<file path="src/rtl/ex_ctrl_pkg.sv">
// Shared types and constants for the EX-stage pipeline controller.
package ex_ctrl_pkg;

  localparam int REG_IDX_W   = 4;
  localparam int CNT_W_DEF   = 16;
  localparam int TIMEOUT_DEF = 64;

  typedef enum logic [0:0] {
    RUN      = 1'b0,
    MEM_WAIT = 1'b1
  } state_e;

  // Full-width register index compare; r15 is not special-cased.
  function automatic logic reg_match(input logic [REG_IDX_W-1:0] a,
                                     input logic [REG_IDX_W-1:0] b);
    return (a == b);
  endfunction

endpackage

</file>
<file path="src/rtl/hazard_detect.sv">
// Combinational RAW hazard detection between ID sources and EX/MEM destinations.
// FORWARD_EN selects load-use-only stalling (forwarding unit present).
module hazard_detect
  import ex_ctrl_pkg::*;
(
  input  logic                 id_valid,
  input  logic [REG_IDX_W-1:0] src1,
  input  logic [REG_IDX_W-1:0] src2,
  input  logic                 two_src,
  input  logic [REG_IDX_W-1:0] ex_dest,
  input  logic                 ex_wb_en,
  input  logic                 ex_mem_r_en,
  input  logic [REG_IDX_W-1:0] mem_dest,
  input  logic                 mem_wb_en,
  output logic                 hz_ex,
  output logic                 hz_mem,
  output logic                 hazard_stall
);

`ifndef FORWARD_EN
  logic unused_s;
  assign unused_s = ex_mem_r_en;
`endif

  // Source/destination overlap against the EX and MEM writers.
  always_comb begin
    hz_ex  = id_valid && ex_wb_en &&
             (reg_match(src1, ex_dest) || (two_src && reg_match(src2, ex_dest)));
    hz_mem = id_valid && mem_wb_en &&
             (reg_match(src1, mem_dest) || (two_src && reg_match(src2, mem_dest)));
`ifdef FORWARD_EN
    hazard_stall = hz_ex && ex_mem_r_en;
`else
    hazard_stall = hz_ex || hz_mem;
`endif
  end

endmodule

</file>
<file path="src/rtl/ex_pipe_ctrl.sv">
// Pipeline sequencer: memory freeze FSM, branch flush, hazard bubbles, stall/timeout tracking.
// Optional build macro FORWARD_EN (load-use-only stalls, see hazard_detect).
module ex_pipe_ctrl
  import ex_ctrl_pkg::*;
#(
  parameter int CNT_W   = CNT_W_DEF,
  parameter int TIMEOUT = TIMEOUT_DEF
) (
  input  logic                 clk,
  input  logic                 rst,
  input  logic                 id_valid,
  input  logic [REG_IDX_W-1:0] src1,
  input  logic [REG_IDX_W-1:0] src2,
  input  logic                 two_src,
  input  logic [REG_IDX_W-1:0] ex_dest,
  input  logic                 ex_wb_en,
  input  logic                 ex_mem_r_en,
  input  logic [REG_IDX_W-1:0] mem_dest,
  input  logic                 mem_wb_en,
  input  logic                 branch_taken,
  input  logic                 mem_req,
  input  logic                 mem_ready,
  output logic                 freeze_if,
  output logic                 freeze_id,
  output logic                 freeze_back,
  output logic                 flush_if,
  output logic                 flush_id,
  output logic [CNT_W-1:0]     stall_cnt,
  output logic                 mem_err
);

  localparam int WAIT_W = (TIMEOUT > 1) ? $clog2(TIMEOUT) : 1;
  localparam logic [WAIT_W-1:0] WAIT_LAST = WAIT_W'(TIMEOUT - 1);

  state_e             state_q, state_d;
  logic [WAIT_W-1:0]  wait_q, wait_d;
  logic [CNT_W-1:0]   stall_q, stall_d;
  logic               err_q, err_d;
  logic               mem_freeze_s;
  logic               hz_ex_s, hz_mem_s, hazard_stall_s;

  hazard_detect u_hazard_detect (
    .id_valid     (id_valid),
    .src1         (src1),
    .src2         (src2),
    .two_src      (two_src),
    .ex_dest      (ex_dest),
    .ex_wb_en     (ex_wb_en),
    .ex_mem_r_en  (ex_mem_r_en),
    .mem_dest     (mem_dest),
    .mem_wb_en    (mem_wb_en),
    .hz_ex        (hz_ex_s),
    .hz_mem       (hz_mem_s),
    .hazard_stall (hazard_stall_s)
  );

  // Next-state logic and prioritised pipeline control outputs.
  always_comb begin
    state_d      = state_q;
    wait_d       = wait_q;
    stall_d      = stall_q;
    err_d        = err_q;
    mem_freeze_s = 1'b0;
    freeze_if    = 1'b0;
    freeze_id    = 1'b0;
    freeze_back  = 1'b0;
    flush_if     = 1'b0;
    flush_id     = 1'b0;

    case (state_q)
      RUN: begin
        if (mem_req && !mem_ready) begin
          state_d      = MEM_WAIT;
          wait_d       = '0;
          mem_freeze_s = 1'b1;
        end else begin
          state_d = RUN;
        end
      end
      MEM_WAIT: begin
        mem_freeze_s = 1'b1;
        if (!mem_ready && (wait_q == WAIT_LAST)) begin
          err_d = 1'b1;
        end else begin
          err_d = err_q;
        end
        // Counter parks at its last value; the FSM keeps waiting past the timeout.
        if (wait_q != WAIT_LAST) begin
          wait_d = wait_q + WAIT_W'(1);
        end else begin
          wait_d = wait_q;
        end
        if (mem_ready) begin
          state_d = RUN;
        end else begin
          state_d = MEM_WAIT;
        end
      end
      default: begin
        state_d = RUN;
      end
    endcase

    if (!rst) begin
      mem_freeze_s = 1'b0;
    end else if (mem_freeze_s) begin
      freeze_if   = 1'b1;
      freeze_id   = 1'b1;
      freeze_back = 1'b1;
    end else if (branch_taken) begin
      flush_if = 1'b1;
      flush_id = 1'b1;
    end else if (hazard_stall_s) begin
      freeze_if = 1'b1;
      flush_id  = 1'b1;
      if (!(&stall_q)) begin
        stall_d = stall_q + CNT_W'(1);
      end else begin
        stall_d = stall_q;
      end
    end else begin
      stall_d = stall_q;
    end
  end

  // State, wait/stall counters and sticky error flag.
  always_ff @(posedge clk or negedge rst) begin
    if (!rst) begin
      state_q <= RUN;
      wait_q  <= '0;
      stall_q <= '0;
      err_q   <= 1'b0;
    end else begin
      state_q <= state_d;
      wait_q  <= wait_d;
      stall_q <= stall_d;
      err_q   <= err_d;
    end
  end

  assign stall_cnt = stall_q;
  assign mem_err   = err_q;

endmodule
</file>
<file path="config.mk">
export PLATFORM = sky130hd
export DESIGN_NAME = ex_pipe_ctrl
export DESIGN_NICKNAME = d
export VERILOG_FILES = /design/src/rtl/ex_ctrl_pkg.sv /design/src/rtl/hazard_detect.sv /design/src/rtl/ex_pipe_ctrl.sv
export SDC_FILE = /design/constraint.sdc
export NUM_CORES = 1
export LEC_CHECK = 0
export CAP_MARGIN = 5
export CORE_MARGIN = 5
export CORE_UTILIZATION = 45
export DETAILED_ROUTE_END_ITERATION = 6
export PLACE_DENSITY = 0.89
export SYNTH_ARGS = -nofsm -noshare
export SYNTH_HDL_FRONTEND = slang
export SYNTH_HIERARCHICAL = 1
export SYNTH_SLANG_ARGS = --single-unit
</file>
<file path="constraint.sdc">
create_clock -name clk -period 2.8 [get_ports clk]
set_clock_uncertainty 0.2 [all_clocks]
set_input_delay 0.7 -clock clk [delete_from_list [all_inputs] [get_ports clk]]
set_output_delay 0.7 -clock clk [all_outputs]
set_load 0.1 [all_outputs]
</file>
== Yosys cells after proc, flatten, opt, wreduce, memory -nomap -nowiden ==
Cells that the tools add are included.

* Input bits: 26
* Output and inout bits: 22
* Flip-flop bits (word level): 24
* Logic and storage cells: 53

* Multiplexer cells: 19
* Reductions and logical operators: 16
* Equal/unequal tests: 8
* Bitwise gates (word level): 4
* Add/sub/neg operators: 2

{| class="wikitable"
|+ Operators with widths
! kind !! count
|-
| adder 16 x 1 -> 16 bit (second input constant) || 1
|-
| == test 4 bit || 4
|-
| AND reduction 16 bit || 1
|-
| two-way mux 1 bit || 14
|-
| two-way mux 6 bit || 2
|-
| one-hot mux 6 bit (2 select lines) || 1
|-
| logical AND 1 bit || 8
|-
| adder 6 x 1 -> 6 bit (second input constant) || 1
|-
| == test 6 bit (second input constant) || 1
|-
| inequality test 6 bit (second input constant) || 1
|-
| AND reduction 5 bit || 1
|-
| inverter 1 bit || 4
|-
| one-hot mux 1 bit (2 select lines) || 2
|-
| AND reduction 2 bit || 2
|-
| logical OR 1 bit || 3
|-
| inequality test 2 x 1 -> 1 bit (second input constant) || 1
|-
| inequality test 2 bit (second input constant) || 1
|-
| logical NOT 1 bit || 1
|}

== Depth between registers and ports, before layout ==
Gate-level depths: netlist (run 1).

* Word-level depth: 9
* Depth in mapped cells: 10
* Gate-level depth less buffers: 10

== Modules after synthesis ==
Netlist (run 1), hierarchy kept.

{| class="wikitable"
|+ By module, submodules not included
! module !! cells an instance !! sequential area each (um^2) !! times used !! area each (um^2)
|-
| ex_pipe_ctrl || 118 || 600.6 || 1 || 1,202.4
|-
| hazard_detect || 25 || 0.0 || 1 || 214.0
|}

== Worst setup path before layout (run 1) ==
Ideal clock, no wire load.

* Path type: input port to output port
* From: input mem_dest[0]
* To: output freeze_if
* Arrival: 3.587 ns
* Required time: 1.900 ns
* Path buffers: 0
* Path slack: -1.687 ns
* Stages on the path: 7
* Path through: xor2_1 > nor3_1 > nand4_1 > o41ai_2 > or2_1 > nand2b_1 > a21boi_0

* Word-level cells in the longest chain between the ends: 9
* Elaborated cells between the ends (all ways): 10
* Classes of those cells: 2 x eq/ne; 4 x mux; 4 x reduce/logical

{| class="wikitable"
|+ RTL lines
! item !! RTL line !! text
|-
| start: declaration || ex_pipe_ctrl.sv:18 || <nowiki>input logic [REG_IDX_W-1:0] mem_dest,</nowiki>
|-
| == test 4 bit || ex_ctrl_pkg.sv:16 || <nowiki>return (a == b);</nowiki>
|-
| logical AND 1 bit || hazard_detect.sv:30 || <nowiki>(reg_match(src1, mem_dest) || (two_src && reg_match(src2, mem_dest)));</nowiki>
|-
| logical OR 1 bit (*) || hazard_detect.sv:30 ||
|-
| logical AND 1 bit (*) || hazard_detect.sv:29 || <nowiki>hz_mem = id_valid && mem_wb_en &&</nowiki>
|-
| via hz_mem_s || ex_pipe_ctrl.sv:40 || <nowiki>logic hz_ex_s, hz_mem_s, hazard_stall_s;</nowiki>
|-
| logical OR 1 bit (*) || hazard_detect.sv:34 || <nowiki>hazard_stall = hz_ex || hz_mem;</nowiki>
|-
| via hazard_stall_s || ex_pipe_ctrl.sv:40 ||
|-
| two-way mux 1 bit (*) || ex_pipe_ctrl.sv:113 || <nowiki>end else if (hazard_stall_s) begin</nowiki>
|-
| two-way mux 1 bit (*) || ex_pipe_ctrl.sv:110 || <nowiki>end else if (branch_taken) begin</nowiki>
|-
| two-way mux 1 bit (*) || ex_pipe_ctrl.sv:106 || <nowiki>end else if (mem_freeze_s) begin</nowiki>
|-
| two-way mux 1 bit (*) || ex_pipe_ctrl.sv:104 || <nowiki>if (!rst) begin</nowiki>
|-
| end: declaration || ex_pipe_ctrl.sv:23 || <nowiki>output logic freeze_if,</nowiki>
|}

Mark *: on every way through the listed nets, which the timed path passes. The rest lies on a longest branch.

== Final worst setup path (run 1) ==
* From: input ex_dest[1]
* To: output freeze_if

* Word-level cells in the longest chain between the ends: 9
* Elaborated cells between the ends (all ways): 10
* Classes of those cells: 2 x eq/ne; 4 x mux; 4 x reduce/logical

{| class="wikitable"
|+ RTL lines
! item !! RTL line !! text
|-
| start: declaration || ex_pipe_ctrl.sv:15 || <nowiki>input logic [REG_IDX_W-1:0] ex_dest,</nowiki>
|-
| == test 4 bit || ex_ctrl_pkg.sv:16 ||
|-
| logical AND 1 bit || hazard_detect.sv:28 || <nowiki>(reg_match(src1, ex_dest) || (two_src && reg_match(src2, ex_dest)));</nowiki>
|-
| logical OR 1 bit (*) || hazard_detect.sv:28 ||
|-
| logical AND 1 bit (*) || hazard_detect.sv:27 || <nowiki>hz_ex = id_valid && ex_wb_en &&</nowiki>
|-
| via hz_ex_s || ex_pipe_ctrl.sv:40 ||
|-
| logical OR 1 bit (*) || hazard_detect.sv:34 ||
|-
| via hazard_stall_s || ex_pipe_ctrl.sv:40 ||
|-
| two-way mux 1 bit (*) || ex_pipe_ctrl.sv:113 ||
|-
| two-way mux 1 bit (*) || ex_pipe_ctrl.sv:110 ||
|-
| two-way mux 1 bit (*) || ex_pipe_ctrl.sv:106 ||
|-
| two-way mux 1 bit (*) || ex_pipe_ctrl.sv:104 ||
|}

Marks and branches as above.

==> flow_summary.json, run 1 <==
{
  "synth_seq_area_share_pct": 42.4,
  "grt-ovfl-total": 0,
  "antenna_left": 0,
  "power_uw": 901,
  "htreeDepth": 1,
  "layout-drive-gt1-share_pct": 40.3,
  "met1_usage_pct": 22.0,
  "setup-violations-final": 18,
  "power.switching_uw": 331,
  "crit_arrival_ps": 2210,
  "path_cells": "buf_6 -> xnor2_1 -> nand4_1 -> o41ai_2 -> or2_1 -> nand2b_1 -> buf_4 -> a21boi_4 -> buf_12",
  "drtIter0Drc": 73,
  "crit_path_start_kind": "input pin",
  "critPathMaxStageDelay_ps": 340,
  "vias": 1377,
  "r2r_start": "stall_cnt[10]$_DFFE_PN0P_",
  "violations": "setup timing",
  "synthCells": 143,
  "syn_area_sq_mm": 0.00142,
  "track_usage_pct": 18.7,
  "multiInputGateArea_sq_um": 922,
  "ys_types": 36,
  "path_delay_family": "compound AO/OA/AOI/OAI gates",
  "final_cell_mix": "29 x buf_4, 24 x dfrtp_1, 16 x xor2_1",
  "clk_latency_ps": 320,
  "power_density_mw_per_mm2": 401,
  "path_max_fanout": 2,
  "grt_pass1_wl_um": 6300,
  "setup_tns_ps": -3900,
  "layout.nets": 240,
  "clock_sinks": 24,
  "synth_edf_count": 0,
  "clk_path_buf_depth": 2,
  "ys.flop_type": "dfrtp_1",
  "async_reset_ff_share_pct": 100,
  "crit_buf_inv": 3,
  "die-area_sq_mm": 0.00437,
  "avgSynthCellArea_sq_um": 9.90,
  "globalplace.congestion": 0.895,
  "cts_tree": "yes",
  "cts_made_buffers": 3,
  "die_x_um": 66.1,
  "rsz0062_at_grt": "true",
  "routedWlPerCell_um": 16.7,
  "num_rows": 20,
  "crit_slowest_cell": "o41ai_2",
  "max-cap-violations": 0,
  "dr.pass1.iters": 4,
  "slew_headroom_pct": 26.6,
  "io_pins": 48,
  "pwr-share-comb_pct": 33.3,
  "viasPerCell": 5.40,
  "ff_latch_area_sq_um": 601,
  "ir_worst_vdd_uv": 401,
  "finalNonFillerCells": 255,
  "p_clk_share_pct": 20.9,
  "leakagePower_nw": 1.05,
  "seqPwrFrac_pct": 45.8,
  "report.final.slew_viol_count": 0,
  "use_met3_pct": 4.42,
  "min_period_ps": 3110,
  "io_buffers": 46,
  "max_freq_mhz": 321,
  "cts_root_buf": "clkbuf_4",
  "start_util_pct": 46.8,
  "cts.clk_slew.worst_paths_ps": 130,
  "coreArea_sq_mm": 0.00303,
  "synth-warning-count": 6,
  "hold_path.class": "input pin to asynchronous set/reset pin",
  "cp.required_ps": 1900,
  "ys_ff_latch": 24,
  "finalCritPeriodShare_pct": 111,
  "gr-max-usage-layer": "met2",
  "gr-usage-met2_pct": 34.3,
  "grt_max_degree": 14,
  "crit_path_end_kind": "primary output",
  "die_y_um": 66.1,
  "place.detailed.hpwl_um": 2910,
  "swShare_pct": 36.7,
  "dp_cells": 244,
  "n_fill_cell": 201,
  "outcome": "finished with violations",
  "drc": 0,
  "wirelength_um": 4270,
  "hold_viol": 0,
  "grt_pass1_vias": 1337,
  "tightest_slew_ps": 1090,
  "final_core_util_pct": 74.1,
  "cts_hold_buf": 0,
  "p_int_uw": 570,
  "antenna_cells": 0,
  "area_delta_synth_final_pct": 58.5,
  "antenna_found_initial": 0,
  "fin_ws_ps": -315,
  "crit_start": "ex_dest[1]",
  "path_class": "input pin to primary output",
  "final_common_cell": "buf_4",
  "synth_nets": 171
}
-- worst reg2reg max path: cells and delay by family, from the launching register on --
kind | cells | cell delay, ps
and+or+nand+nor | 2 | 1140
muxes | 1 | 350
DFF | 1 | 520
AOI/OAI and AO/OA | 1 | 230
-- per-stage QoR --
step,hold WS [ps],cell area [sq um],setup WS [ps]
5_1_grt,91.9,2240,-421
2_1_floorplan,204,1450,-138
4_1_cts,105,2170,-201
3_3_place_gp,250,2050,-709
3_5_place_dp,250,2050,-763
6_report,105,2240,-315
-- cells by family after synthesis --
family	after synthesis	share of synthesized area [%]
buf+inv	6	1.86
simple gates	58	22.4
fa+ha+maj	2	1.77
compound gates	19	10.4
mux	1	0.795
xor+xnor	33	20.4
flops	24	42.4
-- timing repair --
action	in CTS	in global routing
pin swaps	19	11
setup buffers	3	5
gates resized for setup	91	14
endpoints found under the setup margin	21	20
-- power groups by stage --
| stage | combinational (mW) | sequential [mW] | clock (mW) |
|---|---|---|---|
| after floorplan | 0.112 | 0.468 | 0 |
| after global placement | 0.275 | 0.412 | 0 |
| after detailed placement | 0.285 | 0.415 | 0 |
| after CTS | 0.291 | 0.409 | 0.189 |
| after global routing | 0.318 | 0.417 | 0.201 |
| final | 0.300 | 0.413 | 0.188 |
-- synth_stat cells (all sizes together), types with 2 or more instances --
master | instances | area share (%)
xor2 | 17 | 11
nand2 | 13 | 3.4
and3 | 3 | 1.3
a21oi | 4 | 1.4
nand4 | 9 | 4.0
nand3 | 8 | 2.8
o21ai | 4 | 1.4
inv | 5 | 1.3
nand2b | 2 | 0.88
ha | 2 | 1.8
nor2 | 10 | 3.2
o41ai | 3 | 2.9
nor2b | 2 | 1.1
dfrtp | 24 | 42
xnor2 | 16 | 9.9
nor3 | 4 | 1.4
-- sequential cells by signal, indices dropped and copies added (netlist names) --
register,flops
stall_cnt,16
wait_q,6
state_q,1
mem_err,1
-- path summary, 6_finish.rpt --
path	to	slack (ps)	cells past startpoint
max	freeze_if	-310	9
min	wait_q[1]$_DFFE_PN0P_	100	1
max reg2reg	stall_cnt[1]$_DFFE_PN0P_	270	4
min reg2reg	mem_err$_DFFE_PN0P_	290	2
max in group asynchronous	stall_cnt[3]$_DFFE_PN0P_	1860	2
min in group clk	mem_err$_DFFE_PN0P_	290	2
-- area by class of cell --
class                   count  area share [%]
inverters                   5           0.836
clock buffers               4            1.62
multi-input cells         113            41.1
flip-flops and latches     24            26.8
well taps                  44            2.45
repair buffers             65            27.3
-- layer usage --
layer  share of wire, %  vias up
li1                   -      641
met1                 38      687
met2                 57       41
met3                4.1        8
met4                1.4        0
met5                  0        -
Power figures use the tool's default switching activity.
==> inputs of run 2 (changes only) <==
SYNTH_HIERARCHICAL = unset   (was 1)
==> run 2 against run 1 <==
Net effect: the run still ends with setup timing left; synthesized area down 0.79%; register-to-register slack better by 220 ps; worst setup slack better by 63 ps; first-iteration DRC count up 25%; hold slack better by 200 ps; critical path depth unchanged; total power up 2.3%; fmax up 2.1%; critical endpoint unchanged; highest routed layer unchanged.
==> flow_summary.json, run 2 <==
{
  "outcome": "finished with violations",
  "violations": "setup timing",
  "layout-drive-gt1-share_pct": 39.1,
  "clk_path_buf_depth": 2,
  "cp.required_ps": 1900,
  "ir_worst_vdd_uv": 204,
  "power_density_mw_per_mm2": 414,
  "use_met3_pct": 3.23,
  "path_cells": "buf_4 -> xor2_1 -> nor3_1 -> nand4_1 -> o41ai_2 -> or2_1 -> nand2b_1 -> a21boi_4 -> buf_12",
  "crit_arrival_ps": 2150,
  "max-cap-violations": 0,
  "hold_depth": 1,
  "place.detailed.hpwl_um": 2820,
  "synth-warning-count": 0,
  "hold_viol": 0,
  "wirelength_um": 4080,
  "min_to": "stall_cnt[8]$_DFFE_PN0P_",
  "max_freq_mhz": 328,
  "syn_area_sq_mm": 0.00141,
  "path_max_fanout": 2,
  "report.final.slew_viol_count": 0,
  "largest_register_ffs": 16,
  "tightest_slew_ps": 325,
  "globalplace.congestion": 0.756,
  "ys.flop_type": "dfrtp_1",
  "drc": 0,
  "synth_seq_area_share_pct": 42.7,
  "finalCritPeriodShare_pct": 109,
  "crit_path_start_kind": "input pin",
  "cts_root_buf": "clkbuf_4",
  "cts_tree": "yes",
  "crit_path_end_kind": "primary output",
  "yosys-top-cells-area": "dfrtp_1 43%, xnor2_1 12%, xor2_1 9.3%",
  "io_buffers": 46,
  "die-area_sq_mm": 0.00434,
  "synth_edf_count": 0,
  "r2r_cells": 8,
  "gr-max-usage-layer": "met2",
  "synth_top_cell_by_area": "dfrtp_1",
  "final_cell_mix": "31 x buf_4, 24 x dfrtp_1, 17 x nand3_1, 17 x buf_6, 15 x xnor2_1",
  "worst_hold_slack_ps": 301,
  "gr-usage-met2_pct": 33.0,
  "cts_made_buffers": 3,
  "antenna_left": 0,
  "final_common_cell": "buf_4",
  "start_util_pct": 46.4,
  "hp-start": "stall_cnt[8]$_DFFE_PN0P_",
  "dr.pass1.iters": 4,
  "die_y_um": 65.9,
  "ys_ff_latch": 24,
  "synth.most_common_cell": "dfrtp_1",
  "vias": 1314,
  "regToRegSetupSlack_ps": 490,
  "rsz0062_at_grt": "true",
  "ys_types": 29,
  "r2r_start": "stall_cnt[0]$_DFFE_PN0P_",
  "critPathMaxStageDelay_ps": 220,
  "routedWlPerCell_um": 16.6,
  "met1_usage_pct": 21.5,
  "grt_max_degree": 26,
  "fin_ws_ps": -252,
  "io_pins": 48,
  "avgSynthCellArea_sq_um": 10.1,
  "die_x_um": 65.9,
  "drtIter0Drc": 91,
  "coreArea_sq_mm": 0.00303,
  "grt_pass1_vias": 1380,
  "cts.clk_slew.worst_paths_ps": 130,
  "min_period_ps": 3050,
  "setup-violations-final": 2,
  "viasPerCell": 5.34,
  "antenna_found_initial": 0,
  "clock_sinks": 24,
  "slew_headroom_pct": 78.2,
  "dp_slack_ps": -581,
  "synthTopCellsByCount": "24 x dfrtp_1, 19 x xnor2_1, 17 x nand3_1",
  "num_rows": 20,
  "clk_latency_ps": 320,
  "grt-ovfl-total": 0,
  "layout.nets": 231,
  "synth_nets": 167,
  "area_delta_synth_final_pct": 58.2,
  "synthCells": 139,
  "track_usage_pct": 18.7,
  "leakagePower_nw": 1.09,
  "worstReg2RegEnd": "stall_cnt[15]$_DFFE_PN0P_",
  "grt_pass1_wl_um": 6330,
  "antenna_cells": 0,
  "synth_top_area_share_pct": 42.7,
  "setup_tns_ps": -358,
  "hold_path.class": "register to register",
  "crit_slowest_cell": "nor3_1",
  "path_class": "input pin to primary output",
  "async_reset_ff_share_pct": 100,
  "htreeDepth": 1
}
## run 2: timing repair
item | 4_1_cts | 5_1_grt
endpoints found under the setup margin | 5 | 5
buffers inserted | 4 | 1
pin swaps | 20 | 17
hold buffers | 0 | 0
resized for setup | 89 | 33
## run 2: critical path: cells and delay by family
kind | cells | cell delay (ps)
compound gates | 2 | 280
buf+inv | 2 | 320
xor+xnor | 1 | 160
simple gates | 4 | 690
## run 2: per-stage QoR
step	std cells	utilization (%)	cell area [sq um]	total power, mW
2_1_floorplan	139	-	1430	0.592
3_3_place_gp	238	66.3	2010	0.697
3_5_place_dp	238	66.3	2010	0.713
4_1_cts	246	69.9	2120	0.900
5_1_grt	246	73.4	2220	0.961
6_report	246	73.4	2220	0.922
## run 2: cell type report
cell class / instances / area (sq um)
clock buffers: 4 / 36.3
fillers: 195 / 805
inverters: 2 / 7.51
multi-input cells: 109 / 888
flip-flops and latches: 24 / 601
well taps: 44 / 55.1
repair buffers: 63 / 636
## run 2: where the power goes
part	switching [mW]	internal (mW)	total (mW)	leakage, nW
clock	0.105	0.0795	0.184	0.0210
combinational	0.188	0.131	0.319	0.745
sequential	0.0406	0.378	0.419	0.328
total	0.333	0.588	0.922	1.09
## run 2: per-layer routing
| metal | up-vias | routed length, um |
|---|---|---|
| met5 | - | 0 |
| met4 | 0 | 111 |
| met3 | 10 | 228 |
| met2 | 60 | 2260 |
| met1 | 637 | 1480 |
| li1 | 607 | - |
## run 2: kinds of logic after synthesis
logic type	synth area share (%)
adders and majority gates	1.78
and+or+nand+nor	23.4
xor gates and xnor gates	21.2
muxes	1.78
DFF	42.7
buffers and inverters	3.21
AOI/OAI and AO/OA	5.88
## run 2: worst max path at each step
stage	start	to	slack, ps	depth (start not counted)
after CTS	mem_dest[1]	freeze_if	-150	8
after floorplan	ex_dest[1]	freeze_if	-260	6
after global routing	src1[3]	freeze_if	-310	9
after global placement	ex_dest[2]	freeze_if	-510	8
final	src1[3]	freeze_if	-250	9
after detailed placement	src2[2]	freeze_if	-580	8
==> inputs of run 3 (changes only) <==
CORE_MARGIN = 2   (was 5)
SLEW_MARGIN = 15   (was unset)
==> run 3 against run 2 <==
Net effect: the run still ends with setup timing left; die area shrank 17%; sequential power about the same; non-clock buffer count is 1 higher; count of clock-buffer cells in the layout decreased by 1; sequential share of layout area is 1.2 points higher; largest cell class unchanged.
==> flow_summary.json, run 3 (synthesis gave the netlist of run 2 again) <==
{
  "outcome": "finished with violations",
  "violations": "setup timing",
  "power_density_mw_per_mm2": 414,
  "cts_root_buf": "clkbuf_4",
  "final_common_cell": "buf_4",
  "layout-drive-gt1-share_pct": 37.1,
  "io_buffers": 46,
  "hold_depth": 1,
  "antenna_found_initial": 0,
  "start_util_pct": 46.8,
  "worst_hold_slack_ps": 301,
  "cts.clk_slew.worst_paths_ps": 130,
  "cts_tree": "yes",
  "antenna_left": 0,
  "dr.pass1.iters": 4,
  "regToRegSetupSlack_ps": 470,
  "rsz0062_at_grt": "true",
  "fin_area_sq_mm": 0.00213,
  "hp-start": "wait_q[3]$_DFFE_PN0P_",
  "die_y_um": 59.9,
  "final_cell_mix": "34 x buf_4, 24 x dfrtp_1, 17 x nand3_1",
  "drtIter0Drc": 37,
  "dp_cells": 227,
  "cts_made_buffers": 3,
  "track_usage_pct": 21.5,
  "hold_path.class": "register to register",
  "worstReg2RegEnd": "stall_cnt[15]$_DFFE_PN0P_",
  "cp.required_ps": 1900,
  "hold_viol": 0,
  "io_pins": 48,
  "grt_max_degree": 26,
  "r2r_cells": 8,
  "routedWlPerCell_um": 15.9,
  "slew_headroom_pct": 76.7,
  "drc": 0,
  "grt-ovfl-total": 0,
  "ir_worst_vdd_uv": 189,
  "die_x_um": 59.9,
  "leakagePower_nw": 1.07,
  "final_core_util_pct": 70.8,
  "viasPerCell": 5.58,
  "area_delta_synth_final_pct": 51.4,
  "clock_sinks": 24,
  "layout.nets": 232,
  "crit_path_end_kind": "primary output",
  "htreeDepth": 1,
  "power_uw": 881,
  "dpl_cell_area_sq_mm": 0.00199,
  "path_class": "input pin to primary output",
  "largest_register_ffs": 16,
  "crit_path_start_kind": "input pin",
  "num_rows": 20,
  "fin_ws_ps": -147,
  "path_max_fanout": 2,
  "die-area_sq_mm": 0.00359,
  "setup-violations-final": 2,
  "vias": 1312,
  "grt_pass1_wl_um": 5680,
  "clk_path_buf_depth": 2,
  "antenna_cells": 0,
  "finalNonFillerCells": 235,
  "max_freq_mhz": 339,
  "clk_latency_ps": 320,
  "report.final.slew_viol_count": 0,
  "max-cap-violations": 0,
  "crit_start": "mem_dest[1]",
  "wirelength_um": 3730,
  "finalCritPeriodShare_pct": 105,
  "globalplace.congestion": 0.843,
  "r2r_start": "stall_cnt[0]$_DFFE_PN0P_",
  "min_period_ps": 2950,
  "crit_arrival_ps": 2050,
  "tightest_slew_ps": 347,
  "min_to": "wait_q[3]$_DFFE_PN0P_",
  "place.detailed.hpwl_um": 2720,
  "n_fill_cell": 225,
  "coreArea_sq_mm": 0.00300,
  "grt_pass1_vias": 1280
}
[run 3: changes by cell type in the layout (fill, tap and decap cells not counted), sizes merged]
cell / delta
clkdlybuf4s50: +1
dlymetal6s2s: -1
[run 3: worst max path at each step]
stage                     end  slack, ps
global route        freeze_if       -230
finish              freeze_if       -150
global placement    freeze_if       -530
CTS                 freeze_if       -120
floorplan           freeze_if       -260
detailed placement  freeze_if       -590
[run 3: cell type report]
type | count | area (sq um) | area share [%]
clock buffer | 3 | 22.5 | 1.06
sequential | 24 | 601 | 28.2
timing repair buffer | 64 | 586 | 27.5
inverter | 2 | 7.51 | 0.353
multi-input combinational | 109 | 870 | 40.9
tap | 33 | 41.3 | 1.94
[run 3: layer usage]
metal  share of wire [%]  global-route usage, %  wire (um)  vias to the layer above
li1                    -                      -          -                      615
met1                  38                   25.0       1410                      632
met2                  55                   38.0       2040                       55
met3                 4.9                   3.25        181                       10
met4                 2.5                   10.5         93                        0
met5                   0                      0          0                        -
[run 3: repair_timing]
action / in CTS / in global routing
gates resized for setup: 81 / 18
setup buffers: 4 / 2
hold buffers: 0 / 0
endpoints found under the hold margin: 0 / 0
pin swaps: 22 / 7
setup endpoints to repair: 2 / 4
[run 3: where the power goes]
part           switching [mW]  leakage [nW]  internal (mW)
registers              0.0386         0.328          0.378
clock network           0.106        0.0138         0.0505
logic                   0.185         0.725          0.123
[run 3: worst max-delay path: stages]
cell and delay [ps]:
buf_8 100, xor2_2 170, nor3_2 180, nand4_1 170
o41ai_4 100, or2_1 180, nand2b_1 90, a21boi_4 160
buf_12 190
[run 3: per-stage QoR]
| step | TNS (ps) | worst slack [ps] |
|---|---|---|
| after CTS | -167 | -125 |
| after global placement | -1110 | -526 |
| after detailed placement | -1500 | -592 |
| after floorplan | -413 | -264 |
| final | -220 | -147 |
| after global routing | -362 | -227 |
